`config.mk`:
```
export PLATFORM = sky130hd
export DESIGN_NAME = seq_detect_param
export DESIGN_NICKNAME = d
export VERILOG_FILES = /design/src/rtl/seq_detect_param.sv
export SDC_FILE = /design/constraint.sdc
export NUM_CORES = 1
export LEC_CHECK = 0
export CORE_MARGIN = 4
export CORE_UTILIZATION = 29
export CTS_BUF_LIST = sky130_fd_sc_hd__clkbuf_4 sky130_fd_sc_hd__clkbuf_8 sky130_fd_sc_hd__clkbuf_16
export CTS_CLUSTER_DIAMETER = 60
export CTS_CLUSTER_SIZE = 24
export DETAILED_ROUTE_END_ITERATION = 8
export HOLD_SLACK_MARGIN = 0.1
export PLACE_DENSITY_LB_ADDON = 0.12
export SYNTH_ARGS = -nofsm -noshare
export SYNTH_HDL_FRONTEND = slang
export SYNTH_SLANG_ARGS = --single-unit
```
`constraint.sdc`:
```
create_clock -name clk -period 3.4 [get_ports clk]
set_input_delay 0.68 -clock clk [delete_from_list [all_inputs] [get_ports clk]]
set_output_delay 0.68 -clock clk [all_outputs]
set_load 0.02 [all_outputs]
```
`src/rtl/seq_detect_param.sv`:
```
// seq_detect_param
//   Serial pattern detector with a runtime-loadable pattern of 2..MAX_LEN bits,
//   selectable overlapping / non-overlapping detection and a saturating match
//   counter.
//
//   Ports
//     clk, rst         clock; asynchronous active-high reset
//     cfg_load         load cfg_pattern / cfg_len / cfg_overlap
//     cfg_pattern      target pattern, bit cfg_len-1 oldest, bit 0 newest
//     cfg_len          active pattern length
//     cfg_overlap      1 = overlapping detection, 0 = non-overlapping
//     din_valid, din   serial data input
//     clr_cnt          clear match counter
//     match            one-cycle pulse per detected pattern
//     match_cnt        saturating match count
//     armed            high while a legal configuration is held
//     cfg_err          set when the last cfg_load was illegal
//
//   state  | meaning
//   -------+-------------------------------------------
//   S_IDLE | no legal configuration, input ignored
//   S_RUN  | configuration latched, detecting
module seq_detect_param #(
    parameter int MAX_LEN = 8,
    parameter int CNT_W   = 16,
    localparam int LW     = $clog2(MAX_LEN + 1)
) (
    input  logic               clk,
    input  logic               rst,
    input  logic               cfg_load,
    input  logic [MAX_LEN-1:0] cfg_pattern,
    input  logic [LW-1:0]      cfg_len,
    input  logic               cfg_overlap,
    input  logic               din_valid,
    input  logic               din,
    input  logic               clr_cnt,
    output logic               match,
    output logic [CNT_W-1:0]   match_cnt,
    output logic               armed,
    output logic               cfg_err
);

    typedef enum logic {S_IDLE, S_RUN} state_t;

    state_t             state_q, state_d;
    logic [MAX_LEN-1:0] hist_q,  hist_d;
    logic [LW-1:0]      fill_q,  fill_d;
    logic [MAX_LEN-1:0] pat_q,   pat_d;
    logic [LW-1:0]      len_q,   len_d;
    logic               ovl_q,   ovl_d;
    logic               err_q,   err_d;
    logic               match_q, match_d;
    logic [CNT_W-1:0]   cnt_q,   cnt_d;

    logic [MAX_LEN-1:0] hist_shift;
    logic [LW-1:0]      fill_inc;
    logic [MAX_LEN-1:0] len_mask;
    logic               cfg_ok;
    logic               hit;

    always_comb begin
        state_d = state_q;
        hist_d  = hist_q;
        fill_d  = fill_q;
        pat_d   = pat_q;
        len_d   = len_q;
        ovl_d   = ovl_q;
        err_d   = err_q;
        cnt_d   = cnt_q;
        hit     = 1'b0;

        cfg_ok     = (cfg_len >= LW'(2)) && (cfg_len <= LW'(MAX_LEN));
        hist_shift = {hist_q[MAX_LEN-2:0], din};
        fill_inc   = (fill_q < len_q) ? fill_q + LW'(1) : len_q;
        // Only the low len_q history bits take part in the compare.
        len_mask   = ~({MAX_LEN{1'b1}} << len_q);

        if (cfg_load) begin
            // A load wins over any data bit in the same cycle.
            hist_d = '0;
            fill_d = '0;
            if (cfg_ok) begin
                pat_d   = cfg_pattern;
                len_d   = cfg_len;
                ovl_d   = cfg_overlap;
                err_d   = 1'b0;
                state_d = S_RUN;
            end else begin
                err_d   = 1'b1;
                state_d = S_IDLE;
            end
        end else if (state_q == S_RUN && din_valid) begin
            hit = (fill_inc == len_q) && (((hist_shift ^ pat_q) & len_mask) == '0);
            if (hit && !ovl_q) begin
                hist_d = '0;
                fill_d = '0;
            end else begin
                hist_d = hist_shift;
                fill_d = fill_inc;
            end
        end

        if (clr_cnt) begin
            cnt_d = hit ? CNT_W'(1) : '0;
        end else if (hit && cnt_q != {CNT_W{1'b1}}) begin
            cnt_d = cnt_q + CNT_W'(1);
        end

        match_d = hit;
    end

    always_ff @(posedge clk or posedge rst) begin
        if (rst) begin
            state_q <= S_IDLE;
            hist_q  <= '0;
            fill_q  <= '0;
            pat_q   <= '0;
            len_q   <= '0;
            ovl_q   <= 1'b0;
            err_q   <= 1'b0;
            match_q <= 1'b0;
            cnt_q   <= '0;
        end else begin
            state_q <= state_d;
            hist_q  <= hist_d;
            fill_q  <= fill_d;
            pat_q   <= pat_d;
            len_q   <= len_d;
            ovl_q   <= ovl_d;
            err_q   <= err_d;
            match_q <= match_d;
            cnt_q   <= cnt_d;
        end
    end

    assign match     = match_q;
    assign match_cnt = cnt_q;
    assign armed     = (state_q == S_RUN);
    assign cfg_err   = err_q;

endmodule

```
Yosys cells after proc, flatten, opt, wreduce, memory -nomap -nowiden
Cells that the tools add are included.
{ "classes": {"bitwise_logic": 3, "shifts": 1, "n_mux": 14, "n_reduce_logical": 10, "order_cmp": 3, "n_addsub": 2, "n_eq_ne": 2} }
{ "op_table": {"columns": ["cell", "n"], "rows": [
  ["16-bit two-way mux", 2],
  ["7-bit two-way mux", 3],
  ["16-bit by 1-bit adder with 16-bit output (second input constant)", 1],
  ["4-bit two-way mux", 4],
  ["16-bit != test (second input constant)", 1],
  ["8-bit AND", 1],
  ["8-bit logical NOT", 1],
  ["8-bit NOT", 1],
  ["8-bit by 4-bit << shifter with 8-bit output (first input constant)", 1],
  ["8-bit XOR", 1],
  ["1-bit logical AND", 5],
  ["1-bit two-way mux", 5],
  ["4-bit by 1-bit adder with 4-bit output (second input constant)", 1],
  ["4-bit equality test", 1],
  ["4-bit by 2-bit greater-or-equal comparator with 1-bit output (second input constant)", 1],
  ["4-bit <= comparator (second input constant)", 1],
  ["4-bit less-than comparator", 1],
  ["2-bit nonzero test", 2],
  ["2-bit AND reduction", 1],
  ["1-bit logical NOT", 1]
]} }
{ "word_totals": {"output_inout_bits": 19, "register_bits": 43, "in_bits": 19} }

Logic depth before layout (Yosys ltp)
Gate-level depths: netlist of the first run.
{ "depth": {"ltp_word": 10, "mapped_depth": 10, "mapped_depth_nobuf": 8} }

Least setup slack after synthesis of the first run
No wires, ideal clock.
{ "synth_timing": {"path_kind": "in2reg", "start": "input din", "end": "register cnt_q[5] (netlist: match_cnt[5])", "slack_ns": 1.072, "required_time_ns": 3.275, "arrival_time_ns": 2.203, "setup_ns": 0.125, "n_path_buf": 1, "cell_stages": 7, "path_cell_list": "xnor2_2 -> o21ai_0 -> a222oi_1 -> o211ai_1 -> buf_6 -> nor4_1 -> mux2_2"} }
{ "synth_via": {"elab_chain_len": 8} }
{ "synth_rtl": {"columns": ["element", "line", "rtl"], "rows": [
  ["from (decl)", "35", "input logic din,"],
  ["8-bit XOR", "93", "hit = (fill_inc == len_q) && (((hist_shift ^ pat_q) & len_mask) == '0);"],
  ["8-bit AND", "93", null],
  ["8-bit logical NOT", "93", null],
  ["1-bit logical AND", "93", null],
  ["1-bit two-way mux", "92", "end else if (state_q == S_RUN && din_valid) begin"],
  ["1-bit two-way mux", "78", "if (cfg_load) begin"],
  ["1-bit logical AND", "105", "end else if (hit && cnt_q != {CNT_W{1'b1}}) begin"],
  ["2-bit nonzero test (no line)", null, null],
  ["to (signal assigned)", "132", "cnt_q <= cnt_d;"],
  ["to (decl)", "53", "logic [CNT_W-1:0] cnt_q, cnt_d;"]
]} }
No other way between the ends.
A chain may end at the register's enable or synchronous reset.

Worst setup path in the final report of the first run
Same ends and word-level chain as after synthesis.

==> load_flow_metrics.sql, run 1 <==
INSERT INTO impl_metrics (metric_group, metric, value, unit) VALUES
('run_status', 'outcome', 'finished clean', ''),
('worst_setup_path', 'regToRegStartpoint', 'len_q[3]', ''),
('synth', 'synth_enable_flop_cells', '0', ''),
('clock_tree', 'cts-buffers-inserted', '5', ''),
('power_and_ir_drop', 'power.static_leakage', '1.15', 'nW'),
('detailed_routing', 'drc_violation_count_after_routing', '0', ''),
('worst_setup_path', 'critPathLaunchType', 'input pin', ''),
('clock_tree', 'insertion_delay', '0.30', 'ns'),
('final_layout', 'num-nets-final', '285', ''),
('global_routing', 'grt_util_all_layers', '11.5', '%'),
('worst_setup_path', 'worst-r2r-setup-slack', '0.81', 'ns'),
('sta', 'unrepaired_setup_endpoints_after_global_routing', 'no', ''),
('global_routing', 'antenna_found_initial', '0', ''),
('global_routing', 'globalRouteOverflowTotal', '0', ''),
('final_layout', 'filler_cell_count', '812', ''),
('sta', 'fmaxAchievable', '370', 'MHz'),
('synth', 'yosysUniqueCellTypes', '45', ''),
('final_layout', 'stdcell_count', '364', ''),
('sta', 'final_tns_setup', '0', 'ns'),
('sta', 'timing_max_transition_violations_final', '0', ''),
('die', 'start_util', '30.1', '%'),
('final_layout', 'layout.cells.most_common_list', 'dfrtp_1, clkdlybuf4s50_1, mux2_2', ''),
('detailed_routing', 'final_antenna_net_count', '0', ''),
('sta', 'tightest_slew_margin_relative_to_the_limit', '40.9', '%'),
('clock_tree', 'htree_num_levels', '2', ''),
('global_routing', 'grt_pass1_vias', '1764', ''),
('power_and_ir_drop', 'power.total', '1.28', 'mW'),
('clock_tree', 'cts-root-buf', 'clkbuf_8', ''),
('clock_tree', 'clock_sinks', '43', ''),
('placed_design', 'io_buffers', '37', ''),
('flow_run', 'drv_cap', '0', ''),
('synth', 'dominantRegCellSynth', 'dfrtp_1', ''),
('global_routing', 'use_met2', '16.9', '%'),
('global_routing', 'first_pass_grt_wire_length', '9.09', 'mm'),
('detailed_routing', 'route.detailed.vias_per_inst', '4.92', ''),
('synth', 'average_size_of_a_mapped_cell', '10.5', 'um2'),
('worst_setup_path', 'worstSetupEndpointType', 'flop', ''),
('clock_tree', 'clock_tree.buffer_depth', '2', ''),
('worst_setup_path', 'r2r-end', 'match_cnt[2]', ''),
('min_path', 'worst_hold_path_cells', '1', ''),
('synth', 'synthesis.yosys.warnings', '0', ''),
('die', 'die_w', '98.1', 'um'),
('final_layout', 'num_antenna_cells', '0', ''),
('sta', 'worst-slew-pin-transition', '0.886', 'ns'),
('final_layout', 'layout_cell_share_with_drive_strength_beyond_1', '14.5', '%'),
('worst_setup_path', 'cp_max_fanout', '23', ''),
('placed_design', 'post-place-cells', '356', ''),
('final_layout', 'layout-area-overhead-vs-synth', '25.3', '%'),
('synth', 'synth_cells', '225', ''),
('clock_tree', 'cts_tree', 'built', ''),
('final_layout', 'layout_commonest_cell', 'dfrtp_1', ''),
('sta', 'finClkSkew', '0.00509', 'ns'),
('synth', 'asyncSetResetFlopFracSynth', '100', '%'),
('synth', 'postSynthRegisterBits', '43', ''),
('placed_design', 'dp.final_hpwl', '3.80', 'mm'),
('clock_tree', 'postCtsHoldBufs', '0', ''),
('detailed_routing', 'routed_wirelength', '5.34', 'mm'),
('sta', 'finalCriticalPeriod', '2.70', 'ns'),
('detailed_routing', 'detail_route.iter0.violations', '66', ''),
('detailed_routing', 'drt_pre_antenna_iters', '4', ''),
('sta', 'timing.final.setup_violations', '0', ''),
('worst_setup_path', 'timing_worst_setup_path_type', 'in -> reg', ''),
('synth', 'synth.yosys.seq_area_share', '45.7', '%'),
('global_routing', 'pin_count_of_the_biggest_net_entering_global_routing', '31', ''),
('synth', 'syn_area', '2350', 'um2'),
('die', 'die-height', '98.1', 'um'),
('die', 'num_io_pins', '38', ''),
('worst_setup_path', 'critPathRequiredTime', '3.59', 'ns'),
('detailed_routing', 'vias', '1791', ''),
('die', 'fp.coreArea', '7810', 'um2'),
('sta', 'final.period_utilization', '79.4', '%');
how the worst max path moves through the flow:
stage / start / to / slack, ns / cells after the start
floorplan: din / match_cnt[5] / 1.07 / 7
global placement: din / match_cnt[5] / 0.42 / 8
detailed placement: din / match_cnt[5] / 0.37 / 8
CTS: din / match_cnt[5] / 0.68 / 8
global route: din / match_cnt[7] / 0.50 / 8
finish: din / match_cnt[5] / 0.70 / 8
cells in the mapped netlist (all sizes together), types with 2 or more instances:
library cell,instances,area (um2)
dfrtp,43,1080
mux2,19,214
nand2,16,60.1
nor2,15,56.3
a21oi,13,65.1
xnor2,13,121
o21ai,10,53.8
a22o,9,78.8
nand3,9,45.0
or4,9,67.6
inv,7,26.3
o31ai,7,52.6
clkbuf,6,22.5
buf,5,43.8
ha,5,62.6
nor2b,5,31.3
nor3,5,30.0
nand2b,3,18.8
a31oi,2,12.5
mux2i,2,20.0
nor4,2,18.8
nor4b,2,30.0
o21a,2,15.0
o221ai,2,17.5
critical path, cell delays in order:
cell and delay, ns:
clkdlybuf4s50_1 0.53, xnor2_2 0.13, o21ai_0 0.10, a222oi_1 0.42
o211ai_1 0.18, buf_4 0.24, nor4_1 0.26, mux2_2 0.36
final cells by class:
type / count / area [um2] / area share, %
clock buffers: 6 / 76.3 / 2.59
clock inverters: 2 / 60.1 / 2.04
inverters: 7 / 26.3 / 0.891
multi-input cells: 164 / 1190 / 40.3
flip-flops and latches: 43 / 1080 / 36.5
well taps: 102 / 128 / 4.33
repair buffers: 40 / 393 / 13.3
sequential cells by signal, indices dropped and copies added, names as in the netlist:
register	cells
hist_q	7
match	1
len_q	4
pat_q	8
armed	1
cfg_err	1
fill_q	4
ovl_q	1
match_cnt	16
cell families (layout without fill, tap and decap cells):
kind of cell,Yosys count,count (layout),share of synthesized area [%]
and+or+nand+nor,71,71,16.7
AOI/OAI and AO/OA,53,53,15.5
DFF,43,43,45.7
muxes,21,21,9.94
buffers and inverters,18,55,3.93
xor gates and xnor gates,14,14,5.53
adders and majority gates,5,5,2.66
report_power, final:
| group | internal (mW) | switching (mW) | total [mW] |
|---|---|---|---|
| Sequential | 0.546 | 0.0425 | 0.589 |
| Clock | 0.302 | 0.192 | 0.494 |
| Combinational | 0.103 | 0.0908 | 0.193 |
| Total | 0.951 | 0.326 | 1.28 |
per-layer routing:
metal  up-vias  part of all wire, %
met5         -                    0
met4         0                  1.2
met3         6                  4.4
met2        27                   43
met1       857                   51
li1        901                    -
per-stage QoR:
step	utilization [%]	cell area, um2	worst slack (ns)
2_1_floorplan	-	2350	1.07
3_3_place_gp	36.0	2810	0.422
3_5_place_dp	36.0	2810	0.370
4_1_cts	37.8	2950	0.681
5_1_grt	37.8	2950	0.504
6_report	37.8	2950	0.699
(Power assumes the default switching activity.)
==> run 2, diff against run 1 <==
- clock period: 3.4 -> 2.3 ns (I/O delays scaled with it)
==> run 2 against run 1 <==
Net effect:
- count of clock-buffer cells in the layout fell by 1
- power rose by 53%
- register-to-register slack worse by 0.80 ns
- global-route usage grew 0.41 points
- wire length increased by 7.6%
- critical path type is now reg -> reg
- largest cell class unchanged
==> load_flow_metrics.sql, run 2 (synthesis gave the netlist of run 1 again) <==
INSERT INTO impl_metrics (metric_group, metric, value, unit) VALUES
('run_status', 'outcome', 'finished clean', ''),
('clock_tree', 'clock_sinks', '43', ''),
('sta', 'worst_slack_setup_final', '0.0100', 'ns'),
('detailed_routing', 'met1_length', '2.90', 'mm'),
('clock_tree', 'clkTransAtPathRegs', '0.09', 'ns'),
('placed_design', 'routabilityCongestion', '0.750', ''),
('detailed_routing', 'detail_route.iter0.violations', '58', ''),
('clock_tree', 'clock_tree.buffer_depth', '2', ''),
('final_layout', 'layout.cells.most_common_list', 'dfrtp_1, clkdlybuf4s50_1, buf_4', ''),
('final_layout', 'largest_reg_flops', '16', ''),
('power_and_ir_drop', 'vdd.ir_drop.worst', '0.000239', 'V'),
('clock_tree', 'cts_tree', 'built', ''),
('worst_setup_path', 'critPathRequiredTime', '2.53', 'ns'),
('worst_setup_path', 'cp_max_fanout', '6', ''),
('die', 'start_util', '30.1', '%'),
('power_and_ir_drop', 'power_frac_comb', '18.4', '%'),
('die', 'num_io_pins', '38', ''),
('final_layout', 'num-nets-final', '315', ''),
('die', 'die-height', '98.1', 'um'),
('detailed_routing', 'vias', '1940', ''),
('detailed_routing', 'per_cell_routed_wire_length', '14.6', 'um'),
('worst_setup_path', 'worstSetupEndpointType', 'flop', ''),
('die', 'fp.coreArea', '7810', 'um2'),
('sta', 'timing.hold.ws', '0.470', 'ns'),
('worst_setup_path', 'worst_ep_arrival_time', '2.52', 'ns'),
('sta', 'timing_max_transition_violations_final', '0', ''),
('global_routing', 'globalRouteOverflowTotal', '0', ''),
('worst_setup_path', 'worst-r2r-setup-slack', '0.01', 'ns'),
('power_and_ir_drop', 'cell_internal_power_dissipation', '1.44', 'mW'),
('min_path', 'hold_class', 'in -> async', ''),
('die', 'die_w', '98.1', 'um'),
('global_routing', 'grt_util_all_layers', '12.0', '%'),
('global_routing', 'first_pass_grt_wire_length', '9.44', 'mm'),
('final_layout', 'fin_area', '3340', 'um2'),
('power_and_ir_drop', 'p_sw_share', '26.0', '%'),
('sta', 'timing.final.setup_violations', '0', ''),
('worst_setup_path', 'r2r-end', 'match_cnt[3]', ''),
('final_layout', 'layout_cell_share_with_drive_strength_beyond_1', '31.5', '%'),
('worst_setup_path', 'critPathLaunchType', 'flop', ''),
('placed_design', 'io_buffers', '37', ''),
('final_layout', 'stdcell_count', '394', ''),
('power_and_ir_drop', 'p_sw', '0.505', 'mW'),
('final_layout', 'layout-area-overhead-vs-synth', '42.1', '%'),
('placed_design', 'dp.final_hpwl', '4.00', 'mm'),
('sta', 'final.period_utilization', '99.6', '%'),
('die', 'die_area', '9620', 'um2'),
('power_and_ir_drop', 'power.static_leakage', '1.31', 'nW'),
('sta', 'unrepaired_setup_endpoints_after_global_routing', 'yes', ''),
('sta', 'hold_viol', '0', ''),
('clock_tree', 'htree_num_levels', '2', ''),
('global_routing', 'antenna_found_initial', '0', ''),
('detailed_routing', 'detailroute.wirelength.met3', '178', 'um'),
('clock_tree', 'cts-root-buf', 'clkbuf_8', ''),
('clock_tree', 'postCtsHoldBufs', '0', ''),
('detailed_routing', 'wl_met2', '2.57', 'mm'),
('power_and_ir_drop', 'power_frac_seq', '44.4', '%'),
('worst_setup_path', 'worstRegToRegCells', '9', ''),
('worst_setup_path', 'regToRegStartpoint', 'fill_q[0]', ''),
('power_and_ir_drop', 'clock_power_share', '37.2', '%'),
('power_and_ir_drop', 'power_density', '582', 'nW/um2'),
('final_layout', 'num_antenna_cells', '0', ''),
('detailed_routing', 'route.detailed.vias_per_inst', '4.92', ''),
('clock_tree', 'cts-buffers-inserted', '5', ''),
('global_routing', 'grt_pass1_vias', '1890', ''),
('sta', 'worst-slew-pin-transition', '0.666', 'ns'),
('global_routing', 'pin_count_of_the_biggest_net_entering_global_routing', '20', ''),
('detailed_routing', 'final_antenna_net_count', '0', ''),
('sta', 'tightest_slew_margin_relative_to_the_limit', '55.3', '%'),
('placed_design', 'post-place-cells', '377', ''),
('detailed_routing', 'drt_pre_antenna_iters', '4', ''),
('detailed_routing', 'drc_violation_count_after_routing', '0', ''),
('placed_design', 'post_dp_cell_area', '2980', 'um2'),
('die', 'placement_rows', '32', ''),
('power_and_ir_drop', 'power.total', '1.95', 'mW'),
('worst_setup_path', 'timing_worst_setup_path_type', 'reg -> reg', ''),
('flow_run', 'drv_cap', '0', ''),
('detailed_routing', 'routed_wirelength', '5.74', 'mm'),
('placed_design', 'pre_cts_slack', '-0.523', 'ns'),
('sta', 'finalCriticalPeriod', '2.29', 'ns'),
('sta', 'fmaxAchievable', '437', 'MHz'),
('sta', 'finClkSkew', '0.0146', 'ns'),
('clock_tree', 'insertion_delay', '0.31', 'ns'),
('final_layout', 'layout_commonest_cell', 'dfrtp_1', ''),
('detailed_routing', 'top_layer', 'met4', '');
run 2: power groups by stage:
stage / sequential, mW / clock, mW / combinational (mW)
finish: 0.866 / 0.724 / 0.358
global route: 0.873 / 0.773 / 0.400
CTS: 0.862 / 0.741 / 0.344
detailed placement: 0.877 / 0 / 0.335
global placement: 0.876 / 0 / 0.335
floorplan: 0.864 / 0 / 0.227
run 2: how the worst max path moves through the flow:
stage,end,startpoint,depth (start not counted)
final,match_cnt[3],fill_q[0],9
after CTS,match_cnt[0],len_q[3],9
after floorplan,match_cnt[0],len_q[3],10
after global routing,match_cnt[14],fill_q[0],9
after global placement,match_cnt[5],din,8
after detailed placement,match_cnt[5],din,8
run 2: layer usage:
layer / track usage, % / vias to the layer above
met3: 2.14 / 9
li1: - / 963
met1: 17.4 / 942
met4: 3.94 / 0
met2: 17.9 / 26
met5: 0 / -
run 2: through the flow:
stage / TNS, ns / util, %
2_1_floorplan: 0 / -
3_3_place_gp: -9.01 / 38.2
3_5_place_dp: -9.57 / 38.2
4_1_cts: -0.113 / 40.9
5_1_grt: -1.22 / 42.8
6_report: 0 / 42.8
run 2: area by class of cell:
class | count | area [um2]
clock buffer | 5 | 68.8
clock inverter | 3 | 67.6
multi-input combinational | 164 | 1340
sequential | 43 | 1080
inverter | 7 | 28.8
timing repair buffer | 70 | 634
tap | 102 | 128
fill | 780 | 4460
run 2: what timing repair did:
item / 4_1_cts / 5_1_grt
pin swaps: 14 / 7
endpoints found under the setup margin: 15 / 18
cloned: 2 / 1
setup buffers: 1 / 5
resized for setup: 14 / 27
run 2: critical path, stage by stage (launching register included):
cell	delay [ns]
dfrtp_1	0.42
ha_4	0.18
xnor2_2	0.13
xnor2_1	0.14
nor4_2	0.31
o211ai_1	0.12
buf_4	0.18
buf_8	0.14
or4_4	0.47
a21oi_2	0.12
==> variant: new RTL, config.mk and constraints of run 2 <==
The parameter `MAX_LEN` goes from 8 to 4.
--- a/src/rtl/seq_detect_param.sv
+++ b/src/rtl/seq_detect_param.sv
@@ -22,5 +22,5 @@
 //   S_RUN  | configuration latched, detecting
 module seq_detect_param #(
-    parameter int MAX_LEN = 8,
+    parameter int MAX_LEN = 4,
     parameter int CNT_W   = 16,
     localparam int LW     = $clog2(MAX_LEN + 1)
Interface: changed (resized cfg_len and cfg_pattern); port bits go from 38 to 33. No check against the original RTL was run, so the function may have changed too.
==> variant against run 2 <==
- the run now ends with negative setup slack left
- sequential share of layout area is 0.42 points lower
- critical path type unchanged
- critical endpoint is now match_cnt[0]
- wire length is 19% lower
- final area is 22% lower
- setup slack got worse by 28 ps
- clock skew shrank 6.5 ps
- power is 28% lower
- critical path depth is 2 lower
- synthesized area down 20%
- first-iteration DRC count is 41% higher
- sequential cell count fell by 10
==> variant: results (changes against run 2) <==
vias in the first global route - 1695 (was 1890)
critical path peak fanout - 22 (was 6)
initial antenna violation count - 0 (unchanged)
Post-Syn Nets - 214 (was 249)
Avg WL per Cell - 14.2 um (was 14.6 um)
Hold Crit Class - flip-flop to flip-flop (was primary input to async pin)
register area share after synthesis - 43.7% (was 45.7%)
final setup margin - -18.1 ps (was 10.0 ps)
status - finished with violations (was finished clean)
PortBufs - 32 (was 37)
initial DRC count - 82 (was 58)
global-route wire length before repair - 8.05 mm (was 9.44 mm)
Max rail drop VDD - 286 uV (was 239 uV)
most frequent cells after synthesis - 33 x dfrtp_1, 16 x nor2_1, 14 x mux2_2 (was 43 x dfrtp_1, 18 x mux2_2, 16 x nand2_1)
Crit path arrival time - 2490 ps (was 2520 ps)
Largest register FFs - 16 (unchanged)
hpwl dp - 3.30 mm (was 4.00 mm)
post-DR vias/cell - 5.02 (was 4.92)
R2R Setup Slk - -20 ps (was 10 ps)
FFs w/ async S/R, synth - 100% (unchanged)
NumNets Final - 269 (was 315)
Avg Cell Area, Syn - 9.65 um2 (was 10.5 um2)
failing checks - negative setup slack
clock skew after layout - 8.10 ps (was 14.6 ps)
r2r endpoint - match_cnt[0] (was match_cnt[3])
layout cell share with drive strength beyond 1 - 22.2% (was 31.5%)
DP Area - 0.00243 mm2 (was 0.00298 mm2)
largest cells by area after synthesis - dfrtp_1 44%, mux2_2 8.3%, nor2b_1 4.0%, nor2_1 3.2%, a21oi_1 2.9% (was dfrtp_1 46%, mux2_2 8.6%, xnor2_1 4.5%, a22o_1 3.3%, or4_1 2.9%)
root buf cell - clkbuf_8 (unchanged)
Worst Reg-to-Reg Cells - 7 (was 9)
Finished Layout Cells - 329 (was 394)
GRT Overall Usage - 13.1% (was 12.0%)
post-synth cell types - 40 (was 45)
clk slew on worst S/H paths - 70 ps (was 90 ps)
GP Congestion - 0.756 (was 0.750)
later-pin clock latency in the skew report - 290 ps (was 310 ps)
Fin Setup TNS - -27.9 ps (was 0 ps)
Leak - 1.08 nW (was 1.31 nW)
Post-Place Worst Slack - -318 ps (was -523 ps)
FF-to-FF Start - len_q[2] (was fill_q[0])
largest net degree at the start of global routing - 34 (was 20)
Slew @ Worst Pin - 542 ps (was 666 ps)
CTS buffer count - 5 (unchanged)
critical path startpoint - len_q[2] (was fill_q[0])
DP Cell Count - 318 (was 377)
Final Setup Violations - 3 (was 0)
variant: what timing repair did:
| action | 4_1_cts | 5_1_grt |
|---|---|---|
| gates resized for setup | 7 | 3 |
| endpoints found under the setup margin | 9 | 20 |
| pin swaps | 3 | 3 |
| setup buffers | 3 | 1 |
variant: cell families after synthesis:
family	count (synthesis)	share of synthesized area [%]
xor gates and xnor gates	7	4.03
muxes	17	9.92
adders and majority gates	4	2.65
buffers and inverters	15	3.11
AOI/OAI and AO/OA	42	14.6
and+or+nand+nor	78	22.1
DFF	33	43.7
variant: metal layers:
layer / global-route usage (%) / wire (um)
met5: 0 / 0
met4: 4.67 / 71
met3: 3.35 / 224
met2: 19.6 / 1990
met1: 18.2 / 2390
variant: final cells by class:
| type | instances | area (um2) |
|---|---|---|
| Fill cell | 608 | 3750 |
| Clock buffer | 8 | 91.3 |
| Timing Repair Buffer | 56 | 504 |
| Sequential cell | 33 | 827 |
| Inverter | 7 | 26.3 |
| Multi-Input combinational cell | 148 | 1050 |
| Tap cell | 77 | 96.3 |
variant: how the worst min path moves through the flow:
stage                     startpoint         to  slack [ps]  depth (start not counted)
after CTS                    cfg_err    cfg_err         500                          1
after global placement       cfg_err    cfg_err         480                          1
after detailed placement     cfg_err    cfg_err         480                          1
after floorplan            fill_q[1]  fill_q[1]         480                          2
after global routing         cfg_err    cfg_err         520                          1
final                        cfg_err    cfg_err         500                          1
variant: critical path: stages (launching register included):
cell	delay (ps)
dfrtp_2	440
buf_4	140
xor3_1	340
nor3_1	240
o211ai_1	160
buf_6	210
or3_4	380
a221o_1	290
variant: power breakdown:
group	total [mW]	internal (mW)	switching, mW
Combinational	0.293	0.157	0.136
Clock	0.469	0.251	0.219
Sequential	0.645	0.615	0.0292
